==> src/rtl/sponge_stream_ctrl.sv <==
// Streams lanes from two memory ports into a sponge core, then writes the squeezed lanes back.
// Optional job cycle counter: define SPONGE_STREAM_PERF_CNT_EN.
package sponge_stream_pkg;
  typedef enum logic {ST_IDLE = 1'b0, ST_RUNNING = 1'b1} acc_state_t;
  typedef enum logic {ER_OKAY = 1'b0, ER_INVALID_CFG = 1'b1} acc_error_t;
endpackage

module sponge_stream_ctrl
  import sponge_stream_pkg::*;
#(
  parameter int ADDR_WIDTH = 32,
  parameter int DATA_WIDTH = 32,
  parameter int MAX_LANES  = 21
) (
  input  logic                      clk,
  input  logic                      rst_n,
  input  logic                      start,
  output logic                      done,
  output acc_state_t                accel_state,
  output acc_error_t                accel_error,
  input  logic [ADDR_WIDTH-1:0]     in_base,
  input  logic [ADDR_WIDTH-1:0]     out_base,
  input  logic [7:0]                in_lanes,
  input  logic [7:0]                out_lanes,
  output logic                      mem_en_a,
  output logic                      mem_en_b,
  output logic                      mem_we_a,
  output logic                      mem_we_b,
  output logic [ADDR_WIDTH-1:0]     mem_addr_a,
  output logic [ADDR_WIDTH-1:0]     mem_addr_b,
  output logic [DATA_WIDTH-1:0]     mem_wdata_a,
  output logic [DATA_WIDTH-1:0]     mem_wdata_b,
  output logic [DATA_WIDTH/8-1:0]   mem_be_a,
  output logic [DATA_WIDTH/8-1:0]   mem_be_b,
  input  logic [DATA_WIDTH-1:0]     mem_rdata_a,
  input  logic [DATA_WIDTH-1:0]     mem_rdata_b,
  output logic                      core_start,
  output logic [2*DATA_WIDTH-1:0]   core_din,
  output logic                      core_din_valid,
  output logic                      core_last,
  input  logic                      core_din_ready,
  input  logic                      core_ready,
  input  logic [2*DATA_WIDTH-1:0]   core_dout,
  input  logic                      core_dout_valid,
  output logic                      core_dout_ready,
  output logic [31:0]               cycle_cnt
);
  localparam int LW = 2 * DATA_WIDTH;
  localparam int BW = DATA_WIDTH / 8;

  typedef enum logic [2:0] {S_IDLE, S_ERR, S_FEED, S_WAIT, S_WRITE} fsm_t;

  fsm_t                  r_st;
  logic [ADDR_WIDTH-1:0] r_in_base, r_out_base;
  logic [7:0]            r_in_lanes, r_out_lanes, r_issued, r_popped, r_written;
  logic                  r_inflight;
  logic [LW-1:0]         r_fifo [2];
  logic                  r_wptr, r_rptr;
  logic [1:0]            r_count;
  logic                  r_done, r_core_start;
  acc_state_t            r_acc_state;
  acc_error_t            r_acc_error;

  logic                  w_cfg_bad, w_pop, w_issue, w_wr_hs;
  logic [1:0]            w_occ;
  logic [ADDR_WIDTH-1:0] w_rd_addr, w_wr_addr;

  assign w_cfg_bad = (in_lanes == 8'd0) || (out_lanes == 8'd0) ||
                     (in_lanes > 8'(MAX_LANES)) || (out_lanes > 8'(MAX_LANES));

  assign core_din_valid = (r_count != 2'd0);
  assign core_din       = core_din_valid ? r_fifo[r_rptr] : '0;
  assign core_last      = core_din_valid && (r_popped == r_in_lanes - 8'd1);
  assign w_pop          = core_din_valid && core_din_ready;

  // Occupancy the FIFO will hold after this cycle, counting the read already in flight
  assign w_occ   = r_count + {1'b0, r_inflight} - {1'b0, w_pop};
  assign w_issue = (r_st == S_FEED) && (w_occ <= 2'd1) && (r_issued < r_in_lanes);

  assign core_dout_ready = (r_st == S_WRITE) && (r_written < r_out_lanes);
  assign w_wr_hs         = core_dout_ready && core_dout_valid;

  assign w_rd_addr = r_in_base  + ADDR_WIDTH'({r_issued, 1'b0});
  assign w_wr_addr = r_out_base + ADDR_WIDTH'({r_written, 1'b0});

  assign mem_en_a    = w_issue || w_wr_hs;
  assign mem_en_b    = w_issue || w_wr_hs;
  assign mem_we_a    = w_wr_hs;
  assign mem_we_b    = w_wr_hs;
  assign mem_addr_a  = w_wr_hs ? w_wr_addr : (w_issue ? w_rd_addr : '0);
  assign mem_addr_b  = w_wr_hs ? w_wr_addr + ADDR_WIDTH'(1) :
                       (w_issue ? w_rd_addr + ADDR_WIDTH'(1) : '0);
  assign mem_wdata_a = w_wr_hs ? core_dout[DATA_WIDTH-1:0] : '0;
  assign mem_wdata_b = w_wr_hs ? core_dout[LW-1:DATA_WIDTH] : '0;
  assign mem_be_a    = {BW{w_wr_hs}};
  assign mem_be_b    = {BW{w_wr_hs}};

  assign done        = r_done;
  assign core_start  = r_core_start;
  assign accel_state = r_acc_state;
  assign accel_error = r_acc_error;

  always_ff @(posedge clk or negedge rst_n) begin
    if (!rst_n) begin
      r_st         <= S_IDLE;
      r_in_base    <= '0;
      r_out_base   <= '0;
      r_in_lanes   <= '0;
      r_out_lanes  <= '0;
      r_issued     <= '0;
      r_popped     <= '0;
      r_written    <= '0;
      r_inflight   <= 1'b0;
      r_fifo[0]    <= '0;
      r_fifo[1]    <= '0;
      r_wptr       <= 1'b0;
      r_rptr       <= 1'b0;
      r_count      <= '0;
      r_done       <= 1'b0;
      r_core_start <= 1'b0;
      r_acc_state  <= ST_IDLE;
      r_acc_error  <= ER_OKAY;
    end else begin
      r_done       <= 1'b0;
      r_core_start <= 1'b0;
      r_inflight   <= w_issue;
      r_count      <= w_occ;
      if (w_issue) r_issued <= r_issued + 8'd1;
      if (r_inflight) begin
        r_fifo[r_wptr] <= {mem_rdata_b, mem_rdata_a};
        r_wptr         <= ~r_wptr;
      end
      if (w_pop) begin
        r_rptr   <= ~r_rptr;
        r_popped <= r_popped + 8'd1;
      end
      if (w_wr_hs) r_written <= r_written + 8'd1;
      case (r_st)
        S_IDLE: if (start) begin
          r_in_base   <= in_base;
          r_out_base  <= out_base;
          r_in_lanes  <= in_lanes;
          r_out_lanes <= out_lanes;
          r_issued    <= '0;
          r_popped    <= '0;
          r_written   <= '0;
          if (w_cfg_bad) begin
            r_st        <= S_ERR;
            r_done      <= 1'b1;
            r_acc_error <= ER_INVALID_CFG;
          end else begin
            r_st         <= S_FEED;
            r_core_start <= 1'b1;
            r_acc_error  <= ER_OKAY;
            r_acc_state  <= ST_RUNNING;
          end
        end
        S_ERR:  r_st <= S_IDLE;
        S_FEED: if (w_pop && core_last) r_st <= S_WAIT;
        S_WAIT: if (core_ready) r_st <= S_WRITE;
        S_WRITE: if (w_wr_hs && (r_written == r_out_lanes - 8'd1)) begin
          r_st        <= S_IDLE;
          r_done      <= 1'b1;
          r_acc_state <= ST_IDLE;
        end
        default: r_st <= S_IDLE;
      endcase
    end
  end

`ifdef SPONGE_STREAM_PERF_CNT_EN
  logic [31:0] r_cycle_cnt;
  always_ff @(posedge clk or negedge rst_n) begin
    if (!rst_n)
      r_cycle_cnt <= '0;
    else if ((r_st == S_IDLE) && start)
      r_cycle_cnt <= '0;
    else if (((r_st == S_FEED) || (r_st == S_WAIT) || (r_st == S_WRITE)) && (r_cycle_cnt != '1))
      r_cycle_cnt <= r_cycle_cnt + 32'd1;
  end
  assign cycle_cnt = r_cycle_cnt;
`else
  assign cycle_cnt = '0;
`endif
endmodule

==> config.mk <==
export PLATFORM = sky130hd
export DESIGN_NAME = sponge_stream_ctrl
export DESIGN_NICKNAME = d
export VERILOG_FILES = /design/src/rtl/sponge_stream_ctrl.sv
export SDC_FILE = /design/constraint.sdc
export NUM_CORES = 1
export LEC_CHECK = 0
export CORE_AREA = 2 2 176 178
export DETAILED_ROUTE_END_ITERATION = 16
export DIE_AREA = 0 0 178 180
export MAX_ROUTING_LAYER = met4
export PLACE_DENSITY = 0.85
export REMOVE_ABC_BUFFERS = 1
export SLEW_MARGIN = 5
export SYNTH_ARGS = -nofsm -noshare
export SYNTH_HDL_FRONTEND = slang
export SYNTH_SLANG_ARGS = --single-unit
==> constraint.sdc <==
create_clock -name clk -period 7.4 [get_ports clk]
set_input_delay 1.11 -clock clk [delete_from_list [all_inputs] [get_ports clk]]
set_output_delay 1.11 -clock clk [all_outputs]
set_load 0.02 [all_outputs]
# After elaboration in Yosys (flattened, before gate mapping)
# Index checks and enable logic that the tools add are counted.
[classes]
addsub = 11
n_lt_le_gt_ge = 8
n_eq_ne = 10
muxes = 39
bitwise_logic = 4
reduce_logical = 21
[op_table]
columns = ["cell", "n"]
rows = [
  ["2-to-1 mux 64 bit", 5],
  ["2-to-1 mux 32 bit", 6],
  ["bitwise mux 128 bit", 1],
  ["2-to-1 mux 8 bit", 9],
  ["adder 32 x 1 -> 32 bit (second input constant)", 2],
  ["adder 32 x 9 -> 32 bit", 2],
  ["demux 64 bit (select 1 bit)", 1],
  ["adder 8 x 1 -> 8 bit (second input constant)", 3],
  ["== test 8 bit", 2],
  ["greater-than comparator 8 x 5 -> 1 bit (second input constant)", 2],
  ["logical NOT 8 bit", 2],
  ["less-than comparator 8 bit", 2],
  ["subtractor 8 x 1 -> 8 bit (second input constant)", 2],
  ["2-to-1 mux 3 bit", 4],
  ["one-hot mux 3 bit (4 select lines)", 1],
  ["logical AND 1 bit", 9],
  ["2-to-1 mux 1 bit", 9],
  ["AND reduction 4 bit", 2],
  ["== test 3 x 2 -> 1 bit (second input constant)", 2],
  ["inequality test 2 bit (second input constant)", 3],
  ["greater-or-equal comparator 2 bit (second input constant)", 2],
  ["logical OR 1 bit", 4],
  ["inequality test 2 x 1 -> 1 bit (second input constant)", 2],
  ["NOT 1 -> 2 bit", 2],
  ["other kinds (11)", 14],
]
[word_totals]
regBits = 244
input_bits = 214
wordCells = 111

# Depth between registers and ports, before layout
# Gate-level depths: netlist (run 1).
[depth]
word_depth = 9
ltp_mapped = 16

# Worst setup path after synthesis (run 1)
# No wires, ideal clock.
[synth_timing]
path_kind = "register to output"
start = "reg r_issued[0]"
end = "out mem_addr_b[29]"
t_arrival_ps = 3742
slack_ps = 2548
stages_incl_launch_ff = 13
path_buffers = 1
path_cell_list = "dfrtp_1 -> ha_1 -> fa_1 -> a211oi_2 -> o21ai_1 -> o211ai_1 -> xnor2_1 -> or4_1 -> or4b_1 -> buf_4 -> nor3_1 -> xor2_1 -> o211ai_1"
[synth_between]
elab_chain_len = 4
[synth_lines]
columns = ["item", "line", "source"]
rows = [
  ["from (decl)", "55", "logic [7:0] r_in_lanes, r_out_lanes, r_issued, r_popped, r_written;"],
  ["from (signal assigned)", "128", "if (w_issue) r_issued <= r_issued + 8'd1;"],
  ["adder 32 x 9 -> 32 bit or less-than comparator 8 bit (tied branches)", "83, 78", ""],
  ["adder 32 x 1 -> 32 bit or logical AND 1 bit (tied branches)", "92, 78", ""],
  ["2-to-1 mux 32 bit *", "92", "(w_issue ? w_rd_addr + ADDR_WIDTH'(1) : '0);"],
  ["2-to-1 mux 32 bit *", "91", "assign mem_addr_b = w_wr_hs ? w_wr_addr + ADDR_WIDTH'(1) :"],
  ["to (decl)", "30", "output logic [ADDR_WIDTH-1:0] mem_addr_b,"],
]
# Every way passes the cells marked *; elsewhere a longest branch is shown, timed or not.

# Worst setup path after layout (run 1)
[layout_timing]
start = "reg r_written[6]"
end = "out mem_addr_b[21]"
[layout_between]
elab_chain_len = 4
[layout_lines]
columns = ["item", "line", "source"]
rows = [
  ["from (decl)", "55", ""],
  ["from (signal assigned)", "137", "if (w_wr_hs) r_written <= r_written + 8'd1;"],
  ["parallel branches: the longest is 3 deep, another holds adder 32 x 9 -> 32 bit", "n/a", ""],
  ["2-to-1 mux 32 bit *", "91", ""],
]
# Mark *: on every way between the ends.

==> results of run 1 <==
## worst register-to-register path, stage by stage (launching register included)
cell and delay (ps):
dfrtp_1 410, nor2_4 140, inv_1 60, and2_1 270
ha_1 340, inv_1 40, ha_1 170, xnor2_1 190
nand2_1 70, a21oi_1 220, o21ai_4 80, buf_4 310
inv_1 670, nand4_1 220, xor2_1 180, nor2_1 50
## report_power, final
group / leakage [µW] / switching (µW) / internal [µW]
combinational: 0.00525 / 2250 / 1980
sequential: 0.00301 / 546 / 1930
clock: 0.000451 / 556 / 863
total: 0.00871 / 3350 / 4780
## kinds of logic after synthesis
family	share of synthesized area [%]
multiplexers	17.2
XOR/XNOR	8.33
buffers and inverters	5.21
AND/OR/NAND/NOR	16.8
flip-flops	38.7
AO/OA/AOI/OAI	10.2
adder cells (fa/ha/maj)	3.43
other	0.0238
## routing by layer
layer  wire length, µm  global-route usage, %
met4              1280                   7.54
met2             23700                   49.5
met3              2950                   3.93
met1             20800                   40.7
met5                 0                      -
## flip-flops by register name, summed over array words and instances (netlist names), 2 cells and up
| signal | flops |
|---|---|
| r_fifo | 128 |
| r_issued | 8 |
| r_out_base | 32 |
| r_count | 2 |
| r_written | 8 |
| r_in_lanes | 8 |
| r_in_base | 32 |
| r_out_lanes | 8 |
| r_popped | 8 |
| r_st | 3 |
## cell type report
class	instances	area (µm²)	area share, %
antenna	3	7.51	0.0357
sequential	244	6110	29.0
timing repair buffer	436	4340	20.6
inverter	42	158	0.750
tap	396	495	2.36
multi-input combinational	1238	8990	42.8
clock buffer	33	718	3.41
clock inverter	15	211	1.01
## path summary, 6_finish.rpt
path | endpoint | from | slack [ps] | cells past startpoint
setup / recovery | mem_addr_b[21] | r_written[6]$_DFF_PN0_ | 800 | 11
hold / removal | r_fifo[69]$_DFFE_PN0P_ | r_fifo[69]$_DFFE_PN0P_ | 500 | 1
setup reg to reg | r_issued[6]$_DFF_PN0_ | r_count[1]$_DFF_PN0_ | 3820 | 15
hold reg to reg | r_fifo[69]$_DFFE_PN0P_ | r_fifo[69]$_DFFE_PN0P_ | 500 | 1
max in group asynchronous | r_out_base[1]$_DFFE_PN0P_ | rst_n | 5270 | 2
min in group asynchronous | r_fifo[83]$_DFFE_PN0P_ | rst_n | 610 | 1
## cell usage in the layout (no fill, tap or decap), types with 5 or more instances in the layout
cell type	netlist	routed
inv_1	42	41
conb_1	1	32
a211oi_1	12	12
nand3_1	35	35
o22ai_1	48	48
clkinv_2	0	6
clkdlybuf4s50_1	0	423
o21ai_1	8	8
nand4_1	27	27
a21o_1	11	11
clkbuf_16	0	27
buf_4	43	12
o21a_1	6	5
mux2_2	180	180
xnor2_1	76	76
nor3_1	34	34
nor3b_1	5	5
ha_1	40	40
a21oi_1	28	28
nand2b_1	9	9
xor2_1	74	74
mux2i_1	69	69
or3_1	11	11
o211ai_1	18	18
and3_1	15	15
bufinv_16	0	5
nor4_1	20	20
nand2_1	110	109
o21ai_0	60	59
nor2_1	147	146
o31ai_1	5	5
dfrtp_1	244	243
and2_1	77	77
## stage by stage
step	utilization, %	total power [µW]	cells	hold slack, ps	setup TNS, ps
after floorplan	-	5130	1524	455	-604320
after global placement	66.6	6550	2356	480	0
after detailed placement	66.6	6680	2356	488	0
after CTS	69.6	8140	2404	506	0
after global routing	69.7	8580	2407	515	0
final	69.7	8130	2407	505	0
==> out/results.txt, run 1 <==
Final hold viol count - 0
Pwr Density - 387 nW/µm²
Worst Hold Class - flop to flop
Critical path type - flop to output pin
Fill cell count - 2288
Final GP Congestion - 0.958
Sequential-to-total area share from yosys stat - 38.7%
Clock slew at reported path FFs - 70 ps
Ys async rst share - 100%
PortBufs - 424
Relative slew slack - 29.6%
Clock Skew - 13.5 ps
DP Wirelength - 36.5 mm
Antenna violations before repair - 3
RSZ-0062 raised after global routing - no
Post-synthesis cell count - 1624
Synth area leader - dfrtp_1
Fin. max-slew vios - 0
CP max stage delay - 900 ps
Max-cap violation count - 0
Final WS setup - 800 ps
Synthesized area - 15800 µm²
Buffers plus inverters on the worst setup path - 1
Initial Util - 52.2%
Total CTS buffers - 27
ANT nets after route - 0
Core area - 30200 µm²
Dpl cell area - 20100 µm²
Initial drt markers - 1142
Die ar. - 32000 µm²
Run status - finished, final reports clean
Cts repair resizes - 0
EDFF count, synth - 0
Global route overflow - 0
Post-synth top cells - 244 x dfrtp_1, 180 x mux2_2, 147 x nor2_1
Largest net degree at the start of global routing - 109
Placement Setup Slack - 1370 ps
WP data required - 6290 ps
H-tree Lvls - 1
Row count - 64
Clk sinks - 244
Cell with the most instances after synthesis - dfrtp_1
Total GRT Usage - 30.6%
Fin area - 21000 µm²
VDD IR max - 0.000233 V
Post-Route WL - 48.8 mm
Main flop type after synthesis - dfrtp_1
CTS root buffer - clkbuf_16
F_max - 152 MHz
Avg Vias per Cell - 5.76
Top Family by Delay on Critical Path - simple AND/OR/NAND/NOR gates
Synth Register Bits - 244
Initial DRT Pass Iterations - 5
Die W - 178 µm
Vias in the first global route - 13699
Max Buffers Root-to-Sink - 3
CP max stage cell - a221oi_1
Crit-path cells - ha_1 > a21o_1 > a221oi_1 > and2_1 > a211oi_1 > nor4b_2 > nand4_1 > nor2_1 > xor2_1 > o22ai_1 > clkdlybuf4s50_1
Post-CTS Hold Buffers - 0
Part of the cycle the worst path needs - 89.2%
Yosys warns - 0
Setup bufs post-CTS - 0
Routed WL per cell - 20.3 µm
Share of layout cells above drive strength 1 - 12.9%
Syn avg cell area - 9.71 µm²
Die Height - 180 µm
Synthesis-to-layout area growth - 33.4%
CP arrival - 5490 ps
Worst-Margin Slew - 1060 ps
Top-area cell type share of the netlist area - 38.7%
Lkg Pwr - 0.00871 µW
Final setup vio count - 0
Vias - 13867
Setup crit end kind - output pin
Drt drc - 0
Maximum fanout along the worst path - 8
First-pass GRT wire length - 76.1 mm
Top cells by area, synth - dfrtp_1 39%, mux2_2 13%, mux2i_1 4.4%
Final #Nets - 2245
Synth cell types - 72
Skew-Pair Late Insertion Delay - 540 ps
Fin crit period - 6600 ps
Setup crit start kind - flop
Ports - 457
TritonCTS clock tree - yes
Power figures use the tool's default switching activity.
==> inputs of run 2 (changes only) <==
- CAP_MARGIN: default -> 20
==> run 2 against run 1 <==
- worst hold slack worse by 0.79 ps
- sequential share of layout area is essentially flat
- critical path depth stayed put
- die area unchanged
- global-route usage unchanged
- routed wire length rose by 0.30%
- via count increased by 0.12%
- clock power about the same
- critical endpoint unchanged
- largest power group unchanged
==> out/results.txt, run 2 (synthesis results as in run 1) <==
Critical path type - flop to output pin
Core area - 30200 µm² (unchanged)
Die ar. - 32000 µm² (unchanged)
Synthesis-to-layout area growth - 33.6%
Placed cells - 2356 (unchanged)
Fin cells - 2408 (+0.042%)
F_max - 151 MHz (-0.22%)
Initial DRT Pass Iterations - 5 (unchanged)
Post-Route WL - 48.9 mm (+0.30%)
Pwr Density - 386 nW/µm² (about the same)
Setup crit end kind - output pin
Initial Util - 52.2% (unchanged)
Placement Setup Slack - 1370 ps (unchanged)
Final setup vio count - 0 (unchanged)
Clock slew at reported path FFs - 70 ps (about the same)
Largest net degree at the start of global routing - 109 (unchanged)
Final GP Congestion - 0.958 (unchanged)
Setup crit start kind - flop
Fin area - 21100 µm² (+0.13%)
Run status - finished, final reports clean
CTS root buffer - clkbuf_16
Commonest cells after routing, fill and taps aside - 423 x clkdlybuf4s50_1, 243 x dfrtp_1, 180 x mux2_2
Initial drt markers - 1146 (+0.35%)
Final #Nets - 2246 (+0.045%)
VDD IR max - 0.000233 V (about the same)
TritonCTS clock tree - yes
Share of layout cells above drive strength 1 - 13.0% (+0.043 points)
H-tree Lvls - 1 (unchanged)
Vias - 13883 (+0.12%)
Clock Skew - 13.0 ps (-0.499 ps)
Drt drc - 0 (unchanged)
Largest regs - r_fifo x128, r_in_base x32, r_out_base x32
Fin. max-slew vios - 0 (unchanged)
Antenna violations before repair - 3 (unchanged)
Relative slew slack - 28.1% (-1.5 points)
Cts repair resizes - 0 (unchanged)
CP max stage delay - 900 ps (about the same)
Routed WL per cell - 20.3 µm (+0.25%)
CP max stage cell - a221oi_1
First-pass GRT wire length - 76.1 mm (unchanged)
Avg Vias per Cell - 5.77 (about the same)
Global route overflow - 0 (unchanged)
Vias in the first global route - 13699 (unchanged)
Worst-Margin Slew - 1080 ps (+19.8 ps)
Final TNS setup - 0 ps (unchanged)
RSZ-0062 raised after global routing - no
Worst Hold Class - flop to flop
Part of the cycle the worst path needs - 89.4% (+0.19 points)
Max-cap violation count - 0 (unchanged)
Total GRT Usage - 30.6% (unchanged)
Max reg flops - 128 (unchanged)
Max Buffers Root-to-Sink - 3 (unchanged)
Lkg Pwr - 0.00872 µW (+0.15%)
Skew-Pair Late Insertion Delay - 540 ps (about the same)
DP Wirelength - 36.5 mm (unchanged)
Die Height - 180 µm (unchanged)
Die W - 178 µm (unchanged)
Dpl cell area - 20100 µm² (unchanged)
Maximum fanout along the worst path - 8 (unchanged)
Clk sinks - 244 (unchanged)
Largest reg by FF count - r_fifo
Crit-path cells - ha_1 > a21o_1 > a221oi_1 > and2_1 > a211oi_1 > nor4b_2 > nand4_1 > nor2_1 > xor2_1 > o22ai_1 > clkdlybuf4s50_1
Row count - 64 (unchanged)
Worst hold slack - 504 ps (-0.790 ps)
Most common cell after layout, fill and taps aside - clkdlybuf4s50_1
CP arrival - 5500 ps (about the same)
Final hold viol count - 0 (unchanged)
WP data required - 6290 ps (about the same)
Fin crit period - 6610 ps (+14.4 ps)
Ports - 457 (unchanged)
Setup bufs post-CTS - 0 (unchanged)
Final WS setup - 785 ps (-14.4 ps)
Total CTS buffers - 27 (unchanged)
ANT nets after route - 0 (unchanged)
PortBufs - 424 (unchanged)
Post-CTS Hold Buffers - 0 (unchanged)
-- run 2: changes by cell type in the layout (fill, tap and decap cells not counted) --
cell,before,now
buf_16,0,1
-- run 2: area by class of cell --
class                           instances  area [µm²]
Clock inverter                         15         211
Timing Repair Buffer                  437        4370
Inverter                               42         158
Fill cell                            2287        9130
Tap cell                              396         495
Clock buffer                           33         718
Sequential cell                       244        6110
Multi-Input combinational cell       1238        8990
Antenna cell                            3        7.51
-- run 2: final timing paths --
path / start / endpoint / slack, ps / cells past startpoint
min: r_fifo[69]$_DFFE_PN0P_ / r_fifo[69]$_DFFE_PN0P_ / 500 / 1
max: r_written[6]$_DFF_PN0_ / mem_addr_b[21] / 790 / 11
min in group asynchronous: rst_n / r_fifo[83]$_DFFE_PN0P_ / 600 / 1
max in group asynchronous: rst_n / r_out_base[9]$_DFFE_PN0P_ / 5510 / 2
max reg2reg: r_count[1]$_DFF_PN0_ / r_issued[6]$_DFF_PN0_ / 3830 / 15
min reg2reg: r_fifo[69]$_DFFE_PN0P_ / r_fifo[69]$_DFFE_PN0P_ / 500 / 1
-- run 2: layer usage --
| metal | routed length (µm) | vias up | global-route usage, % |
|---|---|---|---|
| met5 | 0 | - | - |
| met4 | 1280 | 0 | 7.54 |
| met3 | 2880 | 87 | 3.93 |
| met2 | 23800 | 517 | 49.5 |
| met1 | 20900 | 6868 | 40.7 |
| li1 | - | 6411 | - |
-- run 2: critical path: cells and delay by family, from the launching register on --
kind	cells	cell delay (ps)
buffers and inverters	1	660
xor gates and xnor gates	1	130
adders and majority gates	1	420
and+or+nand+nor	4	1720
AOI/OAI and AO/OA	4	1550
DFF	1	490
-- run 2: power by group --
| part | leakage, µW | internal [µW] | switching, µW |
|---|---|---|---|
| Clock | 0.000451 | 863 | 557 |
| Combinational | 0.00526 | 1980 | 2250 |
| Sequential | 0.00301 | 1930 | 547 |
| Total | 0.00872 | 4780 | 3360 |
-- run 2: stage by stage --
| stage | utilization (%) | total power [µW] |
|---|---|---|
| global placement | 66.6 | 6550 |
| floorplan | - | 5130 |
| CTS | 69.6 | 8140 |
| global route | 69.8 | 8580 |
| detailed placement | 66.6 | 6680 |
| finish | 69.8 | 8140 |
==> inputs of run 3 (changes only) <==
- CORE_AREA: 2 2 176 178 -> 5 5 196 198
- DIE_AREA: 0 0 178 180 -> 0 0 201 203
- PLACE_DENSITY: 0.85 -> 0.75
- clock period: 7.4 -> 5.4 ns (I/O delays scaled with it)
==> run 3 against run 2 <==
- final cell count up 4.2%
- design area grew 2.5%
- clock power increased by 35%
- die area increased by 27%
- clock skew decreased by 2.6 ps
- first-iteration DRC count down 12%
- via count decreased by 1.2%
- global-route usage decreased by 6.7 points
- highest routed layer unchanged
==> out/results.txt, run 3 (synthesis results as in run 1) <==
F_max - 188 MHz
Dpl cell area - 20400 µm² (+1.4%)
Maximum fanout along the worst path - 7 (-1)
TritonCTS clock tree - yes
Post-CTS Hold Buffers - 0 (unchanged)
Antenna violations before repair - 3 (unchanged)
WP data required - 4590 ps (-1700 ps)
Synthesis-to-layout area growth - 36.9%
ANT nets after route - 0 (unchanged)
Drt drc - 0 (unchanged)
Final WS setup - 91.4 ps (-694 ps)
Die Height - 203 µm (+13%)
RSZ-0062 raised after global routing - yes
Total GRT Usage - 23.9% (-6.7 points)
Worst Hold Class - primary input to asynchronous set/reset pin
NetSw - 4630 µW (+38%)
Worst hold slack - 342 ps (-162 ps)
Relative slew slack - 35.3% (+7.2 points)
Global route overflow - 0 (unchanged)
Placement Setup Slack - 27.3 ps (-1340 ps)
Switch share - 41.3% (+0.066 points)
VDD IR max - 0.000235 V (+1.1%)
Fin crit period - 5310 ps
Max-cap violation count - 0 (unchanged)
Sequential power share - 30.7% (+0.2 points)
Worst-Margin Slew - 971 ps (-106 ps)
First-pass GRT wire length - 77.2 mm (+1.4%)
Combinational share of power - 52.1% (about the same)
Initial Util - 43.4% (-8.9 points)
Lkg Pwr - 0.00903 µW (+3.5%)
Top Family by Delay on Critical Path - simple AND/OR/NAND/NOR gates
Avg Vias per Cell - 5.47 (-5.1%)
Max Buffers Root-to-Sink - 3 (unchanged)
Largest regs - r_fifo x128, r_in_base x32, r_out_base x32
Final setup vio count - 0 (unchanged)
H-tree Lvls - 1 (unchanged)
Setup crit start kind - flop
Vias - 13716 (-1.2%)
Initial drt markers - 1013 (-12%)
CP arrival - 4500 ps (-1000 ps)
Skew-Pair Late Insertion Delay - 560 ps (+20 ps)
Largest reg by FF count - r_fifo
PortBufs - 424 (unchanged)
Max reg flops - 128 (unchanged)
Row count - 70 (+9.4%)
Post-Route WL - 49.8 mm (+1.9%)
Fin. max-slew vios - 0 (unchanged)
Internal - 6560 µW (+37%)
Clk sinks - 244 (unchanged)
Most common cell after layout, fill and taps aside - clkdlybuf4s50_1
Final hold viol count - 0 (unchanged)
Final GP Congestion - 0.913 (-4.6%)
Pwr Density - 518 nW/µm² (+34%)
DP Wirelength - 37.8 mm (+3.6%)
Final #Nets - 2275 (+1.3%)
Clock slew at reported path FFs - 60 ps (about the same)
Core area - 36300 µm² (+20%)
Fin area - 21600 µm² (+2.5%)
Ports - 457 (unchanged)
Setup crit end kind - output pin
Die ar. - 40800 µm² (+27%)
Run status - finished, final reports clean
Critical path type - flop to output pin
Largest net degree at the start of global routing - 126 (+16%)
Placed cells - 2451 (+4.0%)
Vias in the first global route - 13645 (-0.39%)
Initial DRT Pass Iterations - 5 (unchanged)
CP max stage cell - or4b_4
Routed WL per cell - 19.9 µm (-2.2%)
Die W - 201 µm (+13%)
Total power - 11200 µW (+38%)
CTS root buffer - clkbuf_16
CP max stage delay - 650 ps (-250 ps)
Crit-path cells - ha_2 > o211ai_1 > o21a_4 > a2111oi_4 > xnor2_1 > or4_1 > or4b_4 > nor4_4 > mux2i_1 > o31ai_1 > buf_2
Fin cells - 2508 (+4.2%)
Total CTS buffers - 29 (+7.4%)
Commonest cells after routing, fill and taps aside - 405 x clkdlybuf4s50_1, 241 x dfrtp_1, 180 x mux2_2
Clock Skew - 10.4 ps (-2.62 ps)
Buffers plus inverters on the worst setup path - 1 (unchanged)
Clock Power Share - 17.1% (-0.3 points)
Part of the cycle the worst path needs - 98.3%
Share of layout cells above drive strength 1 - 16.3% (+3.3 points)
[run 3: cell count changes in the layout (fill, tap and decap cells not counted), moves of 5 or more]
cell and delta:
clkdlybuf4s50_1 -18, dlygate4sd2_1 +5, ha_4 +5, dlymetal6s2s_1 +6, ha_1 -10, clkbuf_2 +5, buf_4 +26, ha_2 +5
[run 3: what timing repair did]
item                                    in CTS  in global routing
pin swaps                                    3                  9
buffers inserted                             2                  3
endpoints found under the setup margin      19                 18
resized for setup                           30                 51
[run 3: path summary, 6_finish.rpt]
check	startpoint	endpoint	slack (ps)	cells past startpoint
min in group clk	accel_error$_DFFE_PN0P_	accel_error$_DFFE_PN0P_	490	2
max in group asynchronous	rst_n	r_fifo[40]$_DFFE_PN0P_	3920	2
worst max-delay path	r_issued[5]$_DFF_PN0_	mem_addr_b[30]	90	11
worst min-delay path	rst_n	r_fifo[74]$_DFFE_PN0P_	340	1
worst min register to register	accel_error$_DFFE_PN0P_	accel_error$_DFFE_PN0P_	490	2
worst max register to register	r_count[1]$_DFF_PN0_	r_issued[4]$_DFF_PN0_	2240	15
[run 3: power by group through the flow]
stage | registers (µW) | logic, µW | clock network (µW)
floorplan | 3240 | 3740 | 0
global placement | 3390 | 5680 | 0
detailed placement | 3440 | 5770 | 0
CTS | 3420 | 5810 | 1960
global route | 3550 | 6310 | 2030
finish | 3440 | 5830 | 1920
[run 3: layout make-up]
class                   count  area, µm²
fillers                  3132      14800
multi-input cells        1238       9240
flip-flops and latches    244       6110
repair buffers            464       4550
clock buffers              37        796
well taps                 468        586
inverters                  42        158
clock inverters            13        139
diodes                      2       5.00
[run 3: metrics by stage]
stage | TNS (ps) | util (%)
4_1_cts | -226 | 58.9
3_5_place_dp | 0 | 56.1
2_1_floorplan | -914820 | -
3_3_place_gp | 0 | 56.1
6_report | 0 | 59.4
5_1_grt | -30.1 | 59.4
[run 3: routing by layer]
layer	global-route usage, %	part of all wire (%)	up-vias
li1	-	-	6474
met1	32.3	44	6764
met2	38.1	48	402
met3	3.29	4.7	76
met4	6.24	2.6	0
met5	-	0	-
